==> src/rtl/fp_square_seq.sv <==
// Sequential IEEE754 single-precision squarer using an iterative shift-add mantissa multiplier.
// Optional special-case decode (zero/inf/NaN, overflow saturation, underflow flush) under `FP_SQUARE_SPECIAL_EN.
module fp_square_seq #(
    parameter int BITS_PER_CYCLE = 1
) (
    input  logic        clk,
    input  logic        reset,
    input  logic        in_valid,
    output logic        in_ready,
    input  logic [31:0] A,
    output logic        out_valid,
    input  logic        out_ready,
    output logic [31:0] f_sq
);
    localparam int         N        = 24 / BITS_PER_CYCLE;
    localparam logic [4:0] CNT_LOAD = 5'(N - 1);

    typedef enum logic [1:0] {IDLE, MUL, NORM, DONE} state_t;

    state_t      r_state;
    logic [47:0] r_acc;
    logic [47:0] r_mcand;
    logic [23:0] r_mplier;
    logic [4:0]  r_count;
    logic [7:0]  r_exp;
    logic [22:0] r_frac;
    logic        r_outValid;
    logic [31:0] r_fSq;

    logic [47:0]       w_partial;
    logic              w_p47;
    logic [22:0]       w_mant;
    logic signed [9:0] w_e;
    logic [31:0]       w_result;
    logic              w_unused;

    // Partial product for the multiplier bits retired this cycle, LSB first.
    always_comb begin
        w_partial = '0;
        for (int b = 0; b < BITS_PER_CYCLE; b++) begin
            if (r_mplier[b]) begin
                w_partial = w_partial + (r_mcand << b);
            end
        end
    end

    assign w_p47  = r_acc[47];
    assign w_mant = w_p47 ? r_acc[46:24] : r_acc[45:23];
    assign w_e    = $signed({1'b0, r_exp, 1'b0}) - 10'sd127 + $signed({9'd0, w_p47});

`ifdef FP_SQUARE_SPECIAL_EN
    always_comb begin
        if (r_exp == 8'd0) begin
            w_result = 32'h0000_0000;
        end else if (r_exp == 8'hFF) begin
            w_result = (r_frac != 23'd0) ? 32'h7FC0_0000 : 32'h7F80_0000;
        end else if (w_e >= 10'sd255) begin
            w_result = 32'h7F80_0000;
        end else if (w_e <= 10'sd0) begin
            w_result = 32'h0000_0000;
        end else begin
            w_result = {1'b0, w_e[7:0], w_mant};
        end
    end
`else
    // Raw multiplier behaviour: exponent wraps modulo 256, no special decode.
    assign w_result = {1'b0, w_e[7:0], w_mant};
`endif

    // Sign is always discarded; the exponent high bits and fraction are only consumed by the special decode.
    assign w_unused = ^{A[31], w_e[9:8], r_frac};

    always_ff @(posedge clk) begin
        if (reset) begin
            r_state    <= IDLE;
            r_acc      <= '0;
            r_mcand    <= '0;
            r_mplier   <= '0;
            r_count    <= '0;
            r_exp      <= '0;
            r_frac     <= '0;
            r_outValid <= 1'b0;
            r_fSq      <= '0;
        end else begin
            case (r_state)
                IDLE: begin
                    if (in_valid) begin
                        r_exp    <= A[30:23];
                        r_frac   <= A[22:0];
                        r_mcand  <= {24'd0, 1'b1, A[22:0]};
                        r_mplier <= {1'b1, A[22:0]};
                        r_acc    <= '0;
                        r_count  <= CNT_LOAD;
                        r_state  <= MUL;
                    end
                end
                MUL: begin
                    r_acc    <= r_acc + w_partial;
                    r_mcand  <= r_mcand << BITS_PER_CYCLE;
                    r_mplier <= r_mplier >> BITS_PER_CYCLE;
                    if (r_count == 5'd0) begin
                        r_state <= NORM;
                    end else begin
                        r_count <= r_count - 5'd1;
                    end
                end
                NORM: begin
                    r_fSq      <= w_result;
                    r_outValid <= 1'b1;
                    r_state    <= DONE;
                end
                DONE: begin
                    if (out_ready) begin
                        r_outValid <= 1'b0;
                        r_state    <= IDLE;
                    end
                end
                default: begin
                    r_state <= IDLE;
                end
            endcase
        end
    end

    assign in_ready  = (r_state == IDLE) && !reset;
    assign out_valid = r_outValid;
    assign f_sq      = r_fSq;

endmodule

==> config.mk <==
export PLATFORM = sky130hd
export DESIGN_NAME = fp_square_seq
export DESIGN_NICKNAME = d
export VERILOG_FILES = /design/src/rtl/fp_square_seq.sv
export SDC_FILE = /design/constraint.sdc
export NUM_CORES = 1
export LEC_CHECK = 0
export BUFFER_PORTS_ARGS = -buffer_cell sky130_fd_sc_hd__buf_4
export CAP_MARGIN = 25
export CORE_MARGIN = 5
export CORE_UTILIZATION = 40
export CTS_BUF_LIST = sky130_fd_sc_hd__clkbuf_4 sky130_fd_sc_hd__clkbuf_8
export CTS_CLUSTER_DIAMETER = 150
export DETAILED_ROUTE_END_ITERATION = 16
export HOLD_SLACK_MARGIN = 0.1
export PLACE_DENSITY = 0.53
export SLEW_MARGIN = 10
export SYNTH_ARGS = -nofsm -noshare
export SYNTH_HDL_FRONTEND = slang
export SYNTH_SLANG_ARGS = --single-unit
==> constraint.sdc <==
create_clock -name clk -period 6.6 [get_ports clk]
set_input_delay 0 -clock clk [delete_from_list [all_inputs] [get_ports clk]]
set_output_delay 0 -clock clk [all_outputs]
set_load 0.01 [all_outputs]
[Word-level counts from Yosys, hierarchy flattened]
Cells that the tools add are included.
Operators by class
  reductions and logical operators: 11
  shift operators: 0
  bitwise gates (word level): 0
  $lt $le $gt $ge: 0
  multiply operators: 0
  add/sub/neg operators: 4
  mux-type cells: 17
  divide/modulo/power cells: 0
  eq/ne operators: 7
Operator list (number)
  $pmux 48 s2: 2
  $mux 48: 3
  $add 48x48->48: 1
  $pmux 24 s2: 1
  $mux 24: 1
  $mux 23: 1
  $mux 5: 2
  $pmux 5 s2: 1
  $add 8x2->8: 1
  $ne 2x2->1 const B: 4
  $pmux 2 s4: 1
  $sub 8x7->8 const B: 1
  $mux 2: 3
  $reduce_and 2->1: 3
  $reduce_and 3->1: 2
  $logic_not 5->1: 1
  $sub 5x1->5 const B: 1
  $eq 2x2->1 const B: 2
  $reduce_bool 2->1: 2
  $eq 2x1->1 const B: 1
  $logic_not 2->1: 1
  $pmux 1 s2: 1
  $logic_and 1x1->1: 1
  $logic_not 1->1: 1
  $mux 1: 1
Storage, ports and cells
  bits in registers: 166
  memories: 0
  memory bits (writable): 0
  memory bits (read-only): 0
  input port bits: 36
  latch bits: 0
  output and inout bits: 34
  word-level logic and storage cells: 47

[Depth between registers and ports, before layout]
  depth in word-level cells: 3
  mapped depth: 14
  mapped depth without buffers: 12

[Worst setup path before layout]
Ideal clock, no wire load.
  path type: register to register
  from: register r_mplier[0]
  to: register r_acc[42]
  path buffers: 1
  period minus slack after synthesis: 3.225 ns
  data required time: 6.483 ns
  cell stages (with the launch flop): 14
  library setup time: 0.117 ns
  setup slack: 3.375 ns
  arrival time: 3.108 ns
  path through: dfxtp_1 > clkbuf_1 > and2_1 > ha_1 > fa_1 > a211oi_2 > o21ai_2 > a32oi_1 > a21boi_2 > a41oi_4 > a211oi_2 > a21oi_2 > mux2_4 > a32o_1
Between the ends
  cells in the longest elaborated chain, start to end: 3
Ends and longest elaborated chain
  start, declared: RTL line 23  | logic [23:0] r_mplier;
  start signal, assigned: RTL line 91  | r_mplier <= {1'b1, A[22:0]};
  start signal, assigned: RTL line 100  | r_mplier <= r_mplier >> BITS_PER_CYCLE;
  $mux 48: RTL line 41  | if (r_mplier[b]) begin
  $add 48x48->48: RTL line 98  | r_acc <= r_acc + w_partial;
  $pmux 48 s2: RTL line 85  | case (r_state)
  end signal, assigned: RTL line 98
  end, declared: RTL line 21  | logic [47:0] r_acc;
No other way between the ends.
A chain may end at the register's enable or synchronous reset.

[Final worst setup path]
Same ends and word-level chain as after synthesis.

==> results.md <==
* Run status: finished, final reports clean
* CTS clock-pin slew for the worst setup and hold paths at around 100 ps
* Min-delay worst type: in -> reg
* Clock root buffer: clkbuf_8
* Mapped Nets at approximately 1100
* Largest net degree at the start of global routing at 85
* Post-CTS setup buffer count at 0
* Post-DP HPWL at 14.9 mm
* Final hold viol count at 0
* RSZ-0062 raised after global routing: no
* Post-Layout Cell Count at 1402
* Max-cap violations at 0
* Final #Nets at 1196
* Design area at 10600 um2
* DR iter-0 viols at 526
* Per-cell routed wire length at roughly 16 um
* Flop pwr share at between 40% and 50%
* Met2 WL at 10.3 mm
* Int Power at between 0.002 and 0.0025 W
* Diode count at 0
* Initial Util at 40.3%
* Setup WS post-layout at 2900 ps
* Net Switching at 0.00122 W
* Post-synth EDFFs at 0
* Sequential element share of the synthesized area at 36.7%
* Critical Path RT at 6940 ps
* Static leakage at 4.26 nW
* Share of layout cells above drive strength 1 at between 10% and 20%
* CTS sink cnt at around 170
* Area grow syn2layout at 16.8%
* Synth area leaders: dfxtp_1, ha_1, nor2_1, a222oi_1, and2_1
* Post-Syn Area at between 9000 and 10000 um2
* Post-synth top area share at 36.7%
* Placed cell area at 9710 um2
* Asr flop ratio synth at 0%
* Met3 WL post-DR at just over 700 um
* Tightest Pin Transition at around 910 ps
* PwrDens at 305 nW/um2
* CTS buffer count at 17
* Fin Clk Skew at 17.7 ps
* DR DRC count at 0
* Maximum VDD drop at just under 0.0003 V
* Startpoint types: flop
* # IOs at 70
* Fmax achieved at around 270 MHz
* Clk Latency, worst-skew pair at 460 ps
* Leading cell type by number of instances after synthesis: nor2_1
* Power share of the combinational group at approximately a third
* Clock power share at 24.5%
* #FFs+latches synth at 166
* First-pass GRT wire length at 37.1 mm
* FP Rows at 55
* Drt pass-1 iters at 9
* Syn Inst Count at about 1000
* Top_reg_cell synth: dfxtp_1
* Setup_tns at 0 ps
* Antenna violations before repair at 0
* CORE AREA at 22400 um2
* Post-route antenna net violation count at 0
* Clk buf depth at 2
* Placed cells at around 1300
* All-layer global routing usage at 17.0%
* Max-slew violations at 0
* Vias per cell at 5.53
* CP Class: reg -> reg
* Vias at roughly 7700
* Total Wirelength at 22.1 mm
* Rel. slew slack at approximately 39%
* Width of the die at 160 um
* Number of global-route vias before repair at 7488
* YS warnings at 0
* Switching share of power at 37.8%
* Die Y at about 160 um
* Crit path DAT at 4050 ps
* Routability cong. at 0.859
* Placement Setup Slack at 2910 ps
* M1 WL at around 11 mm
* Critical Path Fanout Max at a little under 50
* GRT overflow at 0
* Die ar. at 25700 um2
* Fin crit period at 3700 ps
* Endpoint class of the critical path: flop
* Uppermost layer routed: met4
* # port buffers at 66
* Synth cell types at 71
* Avg Inst Size Synth at 8.66 um2
* CTS resizes at 0
* Top cells by count, synth: nor2_1, dfxtp_1, clkbuf_1
* CTS tree: yes
* Htree depth at 4
* Library cell with the largest summed area after synthesis: dfxtp_1
* Period utilization at 56.1%
* Final Setup Violations at 0
## cell families after synthesis
logic type	Yosys count	share of synthesized area, %
adders and majority gates	56	7.83
other	1	0.0415
buffers and inverters	92	3.89
AOI/OAI and AO/OA	307	26.2
DFF	166	36.7
and+or+nand+nor	348	17.6
muxes	28	3.15
xor gates and xnor gates	47	4.55
## registers in the layout (all words and copies together), names as in the netlist
register	count
r_mplier	24
out_valid	1
r_count	5
r_mcand	48
r_state	2
r_acc	48
r_exp	7
f_sq	31
## area by class of cell
class | count | area, um2
Clock inverter | 15 | 193
Fill cell | 2236 | 11900
Multi-Input combinational cell | 787 | 5400
Sequential cell | 166 | 3320
Inverter | 15 | 56.3
Tap cell | 285 | 357
Clock buffer | 17 | 234
Timing Repair Buffer | 117 | 998
## power by group through the flow
stage | Clock (W) | Sequential [W] | Combinational, W
3_5_place_dp | 0 | 0.00132 | 0.00112
5_1_grt | 0.000866 | 0.00133 | 0.00127
6_report | 0.000789 | 0.00130 | 0.00114
2_1_floorplan | 0 | 0.00133 | 0.000735
4_1_cts | 0.000824 | 0.00130 | 0.00115
3_3_place_gp | 0 | 0.00132 | 0.00109
## worst paths after layout
kind / start / endpoint / slack, ps / cells past startpoint
min: in_valid / r_mplier[23] / 140 / 4
max: r_mplier[0] / r_acc[42] / 2900 / 13
min reg2reg: r_acc[2] / r_acc[2] / 480 / 2
max reg2reg: r_mplier[0] / r_acc[42] / 2900 / 13
## stage by stage
| stage | hold WS [ps] | util, % | power [W] |
|---|---|---|---|
| 5_1_grt | 148 | 47.1 | 0.00346 |
| 6_report | 141 | 47.1 | 0.00323 |
| 3_5_place_dp | 259 | 43.3 | 0.00244 |
| 2_1_floorplan | 136 | - | 0.00206 |
| 4_1_cts | 114 | 47.1 | 0.00328 |
| 3_3_place_gp | 251 | 43.2 | 0.00241 |
## per-layer routing
layer | GRT usage (%) | vias to the layer above
li1 | - | 3973
met3 | 3.23 | 15
met5 | 0 | -
met2 | 28.0 | 133
met1 | 23.2 | 3626
met4 | 3.83 | 0
## worst max-delay path: stages (launching register included)
cell and delay [ps]:
dfxtp_1 310, buf_4 250, and2_1 190, ha_1 220
fa_1 430, a211oi_2 260, o21ai_2 130, a32oi_1 280
a21boi_2 150, a41oi_4 360, a211oi_2 170, a21oi_2 280
mux2_4 320, a32o_1 240
## what timing repair did
item	CTS	global route
setup endpoints to repair	0	0
hold endpoints to repair	83	0
hold buffers	43	0
## cell usage in the layout (no fill, tap or decap), types with 26 or more instances in the layout
| cell | synthesis | layout |
|---|---|---|
| dlygate4sd3_1 | 0 | 43 |
| xnor2_1 | 33 | 33 |
| a22o_1 | 26 | 26 |
| a222oi_1 | 44 | 44 |
| mux2i_1 | 27 | 27 |
| buf_4 | 1 | 73 |
| a211oi_1 | 35 | 35 |
| nand2_1 | 54 | 54 |
| dfxtp_1 | 166 | 166 |
| and2_1 | 50 | 49 |
| ha_1 | 55 | 54 |
| nor2_1 | 171 | 168 |
| a21oi_1 | 54 | 54 |
| a22oi_1 | 38 | 38 |
(Power assumes the default switching activity.)
